==> src/rtl/register_file_mp.sv <==
// Multi-port integer register file with an optional hard-wired zero register,
// same-cycle write-to-read forwarding and a per-register pending scoreboard.
module register_file_mp #(
  parameter int DATA_WIDTH = 32,
  parameter int ADDR_WIDTH = 5,
  parameter int NUM_READ   = 2,
  parameter int NUM_WRITE  = 1,
  parameter int ZERO_REG   = 1,
  parameter int BYPASS     = 1
) (
  input  logic                           clk,
  input  logic                           rst,
  input  logic [NUM_WRITE-1:0]           we,
  input  logic [NUM_WRITE*ADDR_WIDTH-1:0] wa,
  input  logic [NUM_WRITE*DATA_WIDTH-1:0] wd,
  input  logic [NUM_READ*ADDR_WIDTH-1:0]  ra,
  output logic [NUM_READ*DATA_WIDTH-1:0]  rd,
  output logic [NUM_READ-1:0]            rd_pending,
  input  logic                           issue_valid,
  input  logic [ADDR_WIDTH-1:0]          issue_rd,
  output logic                           any_pending
);

  localparam int DEPTH = 2 ** ADDR_WIDTH;

  logic [DATA_WIDTH-1:0] mem_reg [DEPTH];
  logic [DEPTH-1:0]      pending_reg;
  logic [DEPTH-1:0]      pending_next;

  logic [ADDR_WIDTH-1:0] wa_arr [NUM_WRITE];
  logic [DATA_WIDTH-1:0] wd_arr [NUM_WRITE];
  logic [NUM_WRITE-1:0]  we_eff;
  logic [NUM_WRITE-1:0]  we_store;

  // Reset masks writes everywhere, including the forwarding path.
  assign we_eff = rst ? '0 : we;

  genvar gi;
  generate
    for (gi = 0; gi < NUM_WRITE; gi++) begin : g_wport
      assign wa_arr[gi]   = wa[gi*ADDR_WIDTH +: ADDR_WIDTH];
      assign wd_arr[gi]   = wd[gi*DATA_WIDTH +: DATA_WIDTH];
      assign we_store[gi] = we_eff[gi] && !((ZERO_REG != 0) && (wa_arr[gi] == '0));
    end
  endgenerate

  // Ascending port order makes the highest-indexed port win on collisions.
  always_ff @(posedge clk) begin
    if (rst) begin
      for (int k = 0; k < DEPTH; k++) begin
        mem_reg[k] <= '0;
      end
    end else begin
      for (int i = 0; i < NUM_WRITE; i++) begin
        if (we_store[i]) begin
          mem_reg[wa_arr[i]] <= wd_arr[i];
        end
      end
    end
  end

  // Writeback clears first, issue sets last: the younger producer wins.
  always_comb begin
    pending_next = pending_reg;
    for (int i = 0; i < NUM_WRITE; i++) begin
      if (we_eff[i]) begin
        pending_next[wa_arr[i]] = 1'b0;
      end
    end
    if (issue_valid && !((ZERO_REG != 0) && (issue_rd == '0))) begin
      pending_next[issue_rd] = 1'b1;
    end
  end

  always_ff @(posedge clk) begin
    if (rst) begin
      pending_reg <= '0;
    end else begin
      pending_reg <= pending_next;
    end
  end

  assign any_pending = |pending_reg;

  generate
    for (gi = 0; gi < NUM_READ; gi++) begin : g_rport
      logic [ADDR_WIDTH-1:0] ra_port;
      logic [DATA_WIDTH-1:0] rd_port;
      logic                  pend_port;

      assign ra_port = ra[gi*ADDR_WIDTH +: ADDR_WIDTH];

      always_comb begin
        rd_port   = mem_reg[ra_port];
        pend_port = pending_reg[ra_port];
        if (BYPASS != 0) begin
          for (int i = 0; i < NUM_WRITE; i++) begin
            if (we_eff[i] && (wa_arr[i] == ra_port)) begin
              rd_port   = wd_arr[i];
              pend_port = 1'b0;
            end
          end
        end
        if ((ZERO_REG != 0) && (ra_port == '0)) begin
          rd_port   = '0;
          pend_port = 1'b0;
        end
      end

      assign rd[gi*DATA_WIDTH +: DATA_WIDTH] = rd_port;
      assign rd_pending[gi]                  = pend_port;
    end
  endgenerate

endmodule

==> config.mk <==
export PLATFORM = sky130hd
export DESIGN_NAME = register_file_mp
export DESIGN_NICKNAME = d
export VERILOG_FILES = /design/src/rtl/register_file_mp.sv
export SDC_FILE = /design/constraint.sdc
export NUM_CORES = 2
export LEC_CHECK = 0
export ABC_AREA = 1
export BUFFER_PORTS_ARGS = -buffer_cell sky130_fd_sc_hd__buf_2
export CELL_PAD_IN_SITES_DETAIL_PLACEMENT = 1
export CELL_PAD_IN_SITES_GLOBAL_PLACEMENT = 2
export CORE_UTILIZATION = 35
export CTS_CLUSTER_DIAMETER = 120
export DETAILED_ROUTE_END_ITERATION = 10
export MAX_ROUTING_LAYER = met4
export PLACE_DENSITY_LB_ADDON = 0.1
export SLEW_MARGIN = 20
export SYNTH_ARGS = -nofsm -noshare
export SYNTH_HDL_FRONTEND = slang
export SYNTH_SLANG_ARGS = --single-unit
==> constraint.sdc <==
create_clock -name clk -period 2 [get_ports clk]
set_clock_uncertainty 0.1 [all_clocks]
set_input_delay 0 -clock clk [delete_from_list [all_inputs] [get_ports clk]]
set_output_delay 0 -clock clk [all_outputs]
set_load 0.02 [all_outputs]
==> flow_summary.json <==
{
  "global_route_wire_length_before_repair_um": 422000,
  "post_route_cells_drive_above_1_share": 0.202,
  "rsz0062_at_grt": "true",
  "drt_drc_violations_left": 0,
  "fp.coreArea_um2": 168000,
  "globalRouteMet3Util": 0.0586,
  "rows": 150,
  "p_per_area_nw_per_um2": 813,
  "cp-end-kind": "output port",
  "worstPathArrival_ps": 2380,
  "number_of_cells_in_the_finished_layout_apart_from_fillers": 9762,
  "worst_pin_slew_ps": 761,
  "finalHoldWorstSlack_ps": -8.71,
  "track_usage": 0.358,
  "ctsLongestPathBuffers": 3,
  "h-tree-depth": 4,
  "report.final.slew_viol_count": 0,
  "timing_hold_violations_final": 1,
  "synth.avg_cell_area_um2": 8.18,
  "die_y_um": 413,
  "area_delta_synth_final_pct": 25.6,
  "number_of_cts_inserted_buffers": 136,
  "vias_per_cell": 5.85,
  "detail_route.first_pass.iterations": 5,
  "worstSetupPathType": "reg2out",
  "gate_count_of_the_mapped_netlist": 7236,
  "worst_ep_required_time_ps": 1900,
  "total_power_mw": 60.5,
  "max_clock_freq_ghz": 0.403,
  "power_leakage_nw": 30.0,
  "largest_register_ff_count": 1024,
  "wire_per_inst_um": 30.9,
  "min_path_type": "in2reg",
  "grt_antenna_before_repair": 12,
  "finalSetupViolCount": 88,
  "remaining_global_route_overflow": 0,
  "slew_headroom": 0.493,
  "p_comb_frac": 0.172,
  "timing.critical_path.from_type": "register",
  "period_minus_slack_ps": 2480,
  "power_switching_share": 0.293,
  "routed_wirelength_um": 301000,
  "period_share": 1.24,
  "cts_root_buf": "sky130_fd_sc_hd__clkbuf_16",
  "die_width_um": 413,
  "numPortBuffers": 122,
  "drt-initial-drc-count": 6459,
  "critPathMaxFanout": 4,
  "cts.sinks": 1056,
  "yosys_warn_count": 0,
  "layout.nets": 7508,
  "pwr-share-seq": 0.430,
  "initial_utilization": 0.353,
  "cell_internal_pwr_mw": 42.7,
  "final.setup.worst_slack_ps": -484,
  "top_level_ports": 123,
  "pin_count_of_the_biggest_net_entering_global_routing": 102,
  "vias_in_the_first_global_route": 56800,
  "result_of_the_run": "finished, violations left",
  "routed-via-count": 57100,
  "place_hpwl_um": 191000,
  "grt.met2_usage": 0.546,
  "clk_latency_ps": 800,
  "grt_use_met1": 0.476,
  "post_drt_antenna_nets": 0,
  "gp_congestion": 0.918,
  "failed_checks": "hold timing, setup timing",
  "yosysUniqueCellTypes": 33,
  "place.detailed.instances": 9436,
  "top_usage_layer": "met2",
  "seq_area_frac_synth": 0.530,
  "area_enclosed_by_the_die_boundary_um2": 171000,
  "clock_power_share": 0.399,
  "ir_worst_vdd_mv": 1.04,
  "synth.ff_latch_count": 1056,
  "worst_setup_hold_path_clk_slew_ps": 60,
  "timing.reg2reg.setup_slack_ps": 550,
  "cts_tree": "built",
  "syn_std_cell_area_um2": 59200,
  "timing.setup.tns_ps": -15720,
  "drv.max_cap_violation_count": 0,
  "power.net_switching_mw": 17.7
}
[stage by stage]
stage | utilization | instance area, µm² | worst slack [ps] | hold slack, ps
detailed placement | 0.394 | 66000 | -454 | 174
global route | 0.444 | 74300 | -526 | 14.8
floorplan | - | 59400 | -6.75 | 17.4
finish | 0.444 | 74300 | -484 | -8.71
global placement | 0.394 | 66000 | -508 | 164
CTS | 0.438 | 73500 | -464 | 1.20
[cells by family (layout without fill, tap and decap cells)]
group                  Yosys count  count (layout)  synth area share
flip-flops                    1056            1056             0.530
AND/OR/NAND/NOR               3817            3817             0.269
buffers and inverters         1282            1570            0.0893
other                            1              35         0.0000633
XOR/XNOR                         2               2          0.000296
AO/OA/AOI/OAI                 1078            1078             0.112
[area by class of cell]
| cell class | count | area [µm²] |
|---|---|---|
| Inverter | 630 | 2410 |
| Timing Repair Buffer | 699 | 7990 |
| Clock buffer | 167 | 3700 |
| Sequential cell | 1056 | 31400 |
| Tap cell | 2204 | 2760 |
| Multi-Input combinational cell | 4929 | 25600 |
| Antenna cell | 3 | 7.51 |
| Fill cell | 19300 | 93300 |
| Clock inverter | 74 | 515 |
[metal layers]
| metal | up-vias | wire length (µm) |
|---|---|---|
| li1 | 24800 | - |
| met1 | 29200 | 128000 |
| met2 | 2479 | 135000 |
| met3 | 618 | 25300 |
| met4 | 0 | 13400 |
| met5 | - | 0 |
[layout by cell type, fill, tap and decap left out, types with 11 or more instances in the layout]
master	n
sky130_fd_sc_hd__clkinv_1	37
sky130_fd_sc_hd__o32ai_1	13
sky130_fd_sc_hd__inv_1	520
sky130_fd_sc_hd__nand2_2	143
sky130_fd_sc_hd__buf_12	185
sky130_fd_sc_hd__clkbuf_16	147
sky130_fd_sc_hd__o211ai_1	459
sky130_fd_sc_hd__or2_4	35
sky130_fd_sc_hd__o21ai_0	262
sky130_fd_sc_hd__dlygate4sd3_1	61
sky130_fd_sc_hd__a21oi_1	221
sky130_fd_sc_hd__edfxtp_1	1024
sky130_fd_sc_hd__buf_2	50
sky130_fd_sc_hd__nand3_2	237
sky130_fd_sc_hd__o21ai_1	75
sky130_fd_sc_hd__nand3_4	71
sky130_fd_sc_hd__buf_4	326
sky130_fd_sc_hd__nor2_1	1285
sky130_fd_sc_hd__nand3_1	763
sky130_fd_sc_hd__clkbuf_1	21
sky130_fd_sc_hd__buf_6	63
sky130_fd_sc_hd__conb_1	32
sky130_fd_sc_hd__dfxtp_1	21
sky130_fd_sc_hd__dfxtp_2	11
sky130_fd_sc_hd__nand2_4	17
sky130_fd_sc_hd__nand2_1	1194
sky130_fd_sc_hd__inv_2	97
sky130_fd_sc_hd__nor2_2	13
sky130_fd_sc_hd__or2_2	18
sky130_fd_sc_hd__clkinv_2	26
sky130_fd_sc_hd__a21oi_2	31
[power groups by stage]
stage          registers, mW  clock network, mW  logic [mW]
5_1_grt                 26.1               25.1        10.9
3_5_place_dp            26.4                  0        9.02
4_1_cts                 26.0               24.4        10.0
3_3_place_gp            26.3                  0        8.94
6_report                26.0               24.1        10.4
2_1_floorplan           26.2                  0        4.74
[critical path, stage by stage (launching register included)]
cell and delay (ps):
sky130_fd_sc_hd__dfxtp_2 350, sky130_fd_sc_hd__inv_4 50, sky130_fd_sc_hd__a21oi_2 110, sky130_fd_sc_hd__o21ai_1 80, sky130_fd_sc_hd__nand3_1 150, sky130_fd_sc_hd__nand4_1 130
sky130_fd_sc_hd__nand3_2 130, sky130_fd_sc_hd__nand2_2 70, sky130_fd_sc_hd__nor2_4 220, sky130_fd_sc_hd__buf_6 170, sky130_fd_sc_hd__buf_6 120
[synth_stat cells]
cell type                  number  area share
sky130_fd_sc_hd__buf_2        223       0.019
sky130_fd_sc_hd__inv_1        615       0.039
sky130_fd_sc_hd__nor3_1         7     0.00059
sky130_fd_sc_hd__o22ai_1        9     0.00095
sky130_fd_sc_hd__o21ai_0      339       0.029
sky130_fd_sc_hd__o32ai_1       13      0.0019
sky130_fd_sc_hd__nor2_4         1     0.00019
sky130_fd_sc_hd__or2_2         53      0.0056
sky130_fd_sc_hd__nor2_2         3     0.00032
sky130_fd_sc_hd__dfxtp_1       32       0.011
sky130_fd_sc_hd__conb_1         1    0.000063
sky130_fd_sc_hd__nor4_1         3     0.00032
sky130_fd_sc_hd__inv_4          1     0.00011
sky130_fd_sc_hd__or2_1          2     0.00021
sky130_fd_sc_hd__o211ai_1     459       0.058
sky130_fd_sc_hd__nor2_1      1302       0.083
sky130_fd_sc_hd__xor2_1         2     0.00030
sky130_fd_sc_hd__nand2_1     1354       0.086
sky130_fd_sc_hd__clkbuf_1     263       0.017
sky130_fd_sc_hd__a31oi_1        1     0.00011
sky130_fd_sc_hd__and3_1         1     0.00011
sky130_fd_sc_hd__nand3_1     1071       0.091
sky130_fd_sc_hd__a21oi_1      255       0.022
sky130_fd_sc_hd__buf_4         22      0.0028
sky130_fd_sc_hd__buf_1        129      0.0082
sky130_fd_sc_hd__inv_2         11     0.00070
sky130_fd_sc_hd__o21ai_1        1    0.000084
sky130_fd_sc_hd__edfxtp_1    1024        0.52
sky130_fd_sc_hd__clkinv_1       3     0.00019
sky130_fd_sc_hd__nand3b_1      10      0.0013
sky130_fd_sc_hd__buf_6         15      0.0029
sky130_fd_sc_hd__o211ai_2       1     0.00021
sky130_fd_sc_hd__nand4_1       10      0.0011
[repair_timing]
action | CTS | global route
cloned | 0 | 4
resized for setup | 675 | 235
setup buffers | 5 | 11
pin swaps | 346 | 242
endpoints found under the setup margin | 67 | 185
hold buffers | 63 | 1
hold endpoints to repair | 1056 | 1
[path summary, 6_finish.rpt]
kind / from / endpoint / cells past startpoint
setup reg to reg: pending_reg[3]$_SDFF_PP0_ / pending_reg[3]$_SDFF_PP0_ / 3
setup / recovery: pending_reg[9]$_SDFF_PP0_ / rd_pending[1] / 10
hold reg to reg: pending_reg[31]$_SDFF_PP0_ / pending_reg[31]$_SDFF_PP0_ / 2
hold / removal: wa[0] / pending_reg[0]$_SDFF_PP0_ / 7
Note: power is estimated with default switching activity, not from simulation.
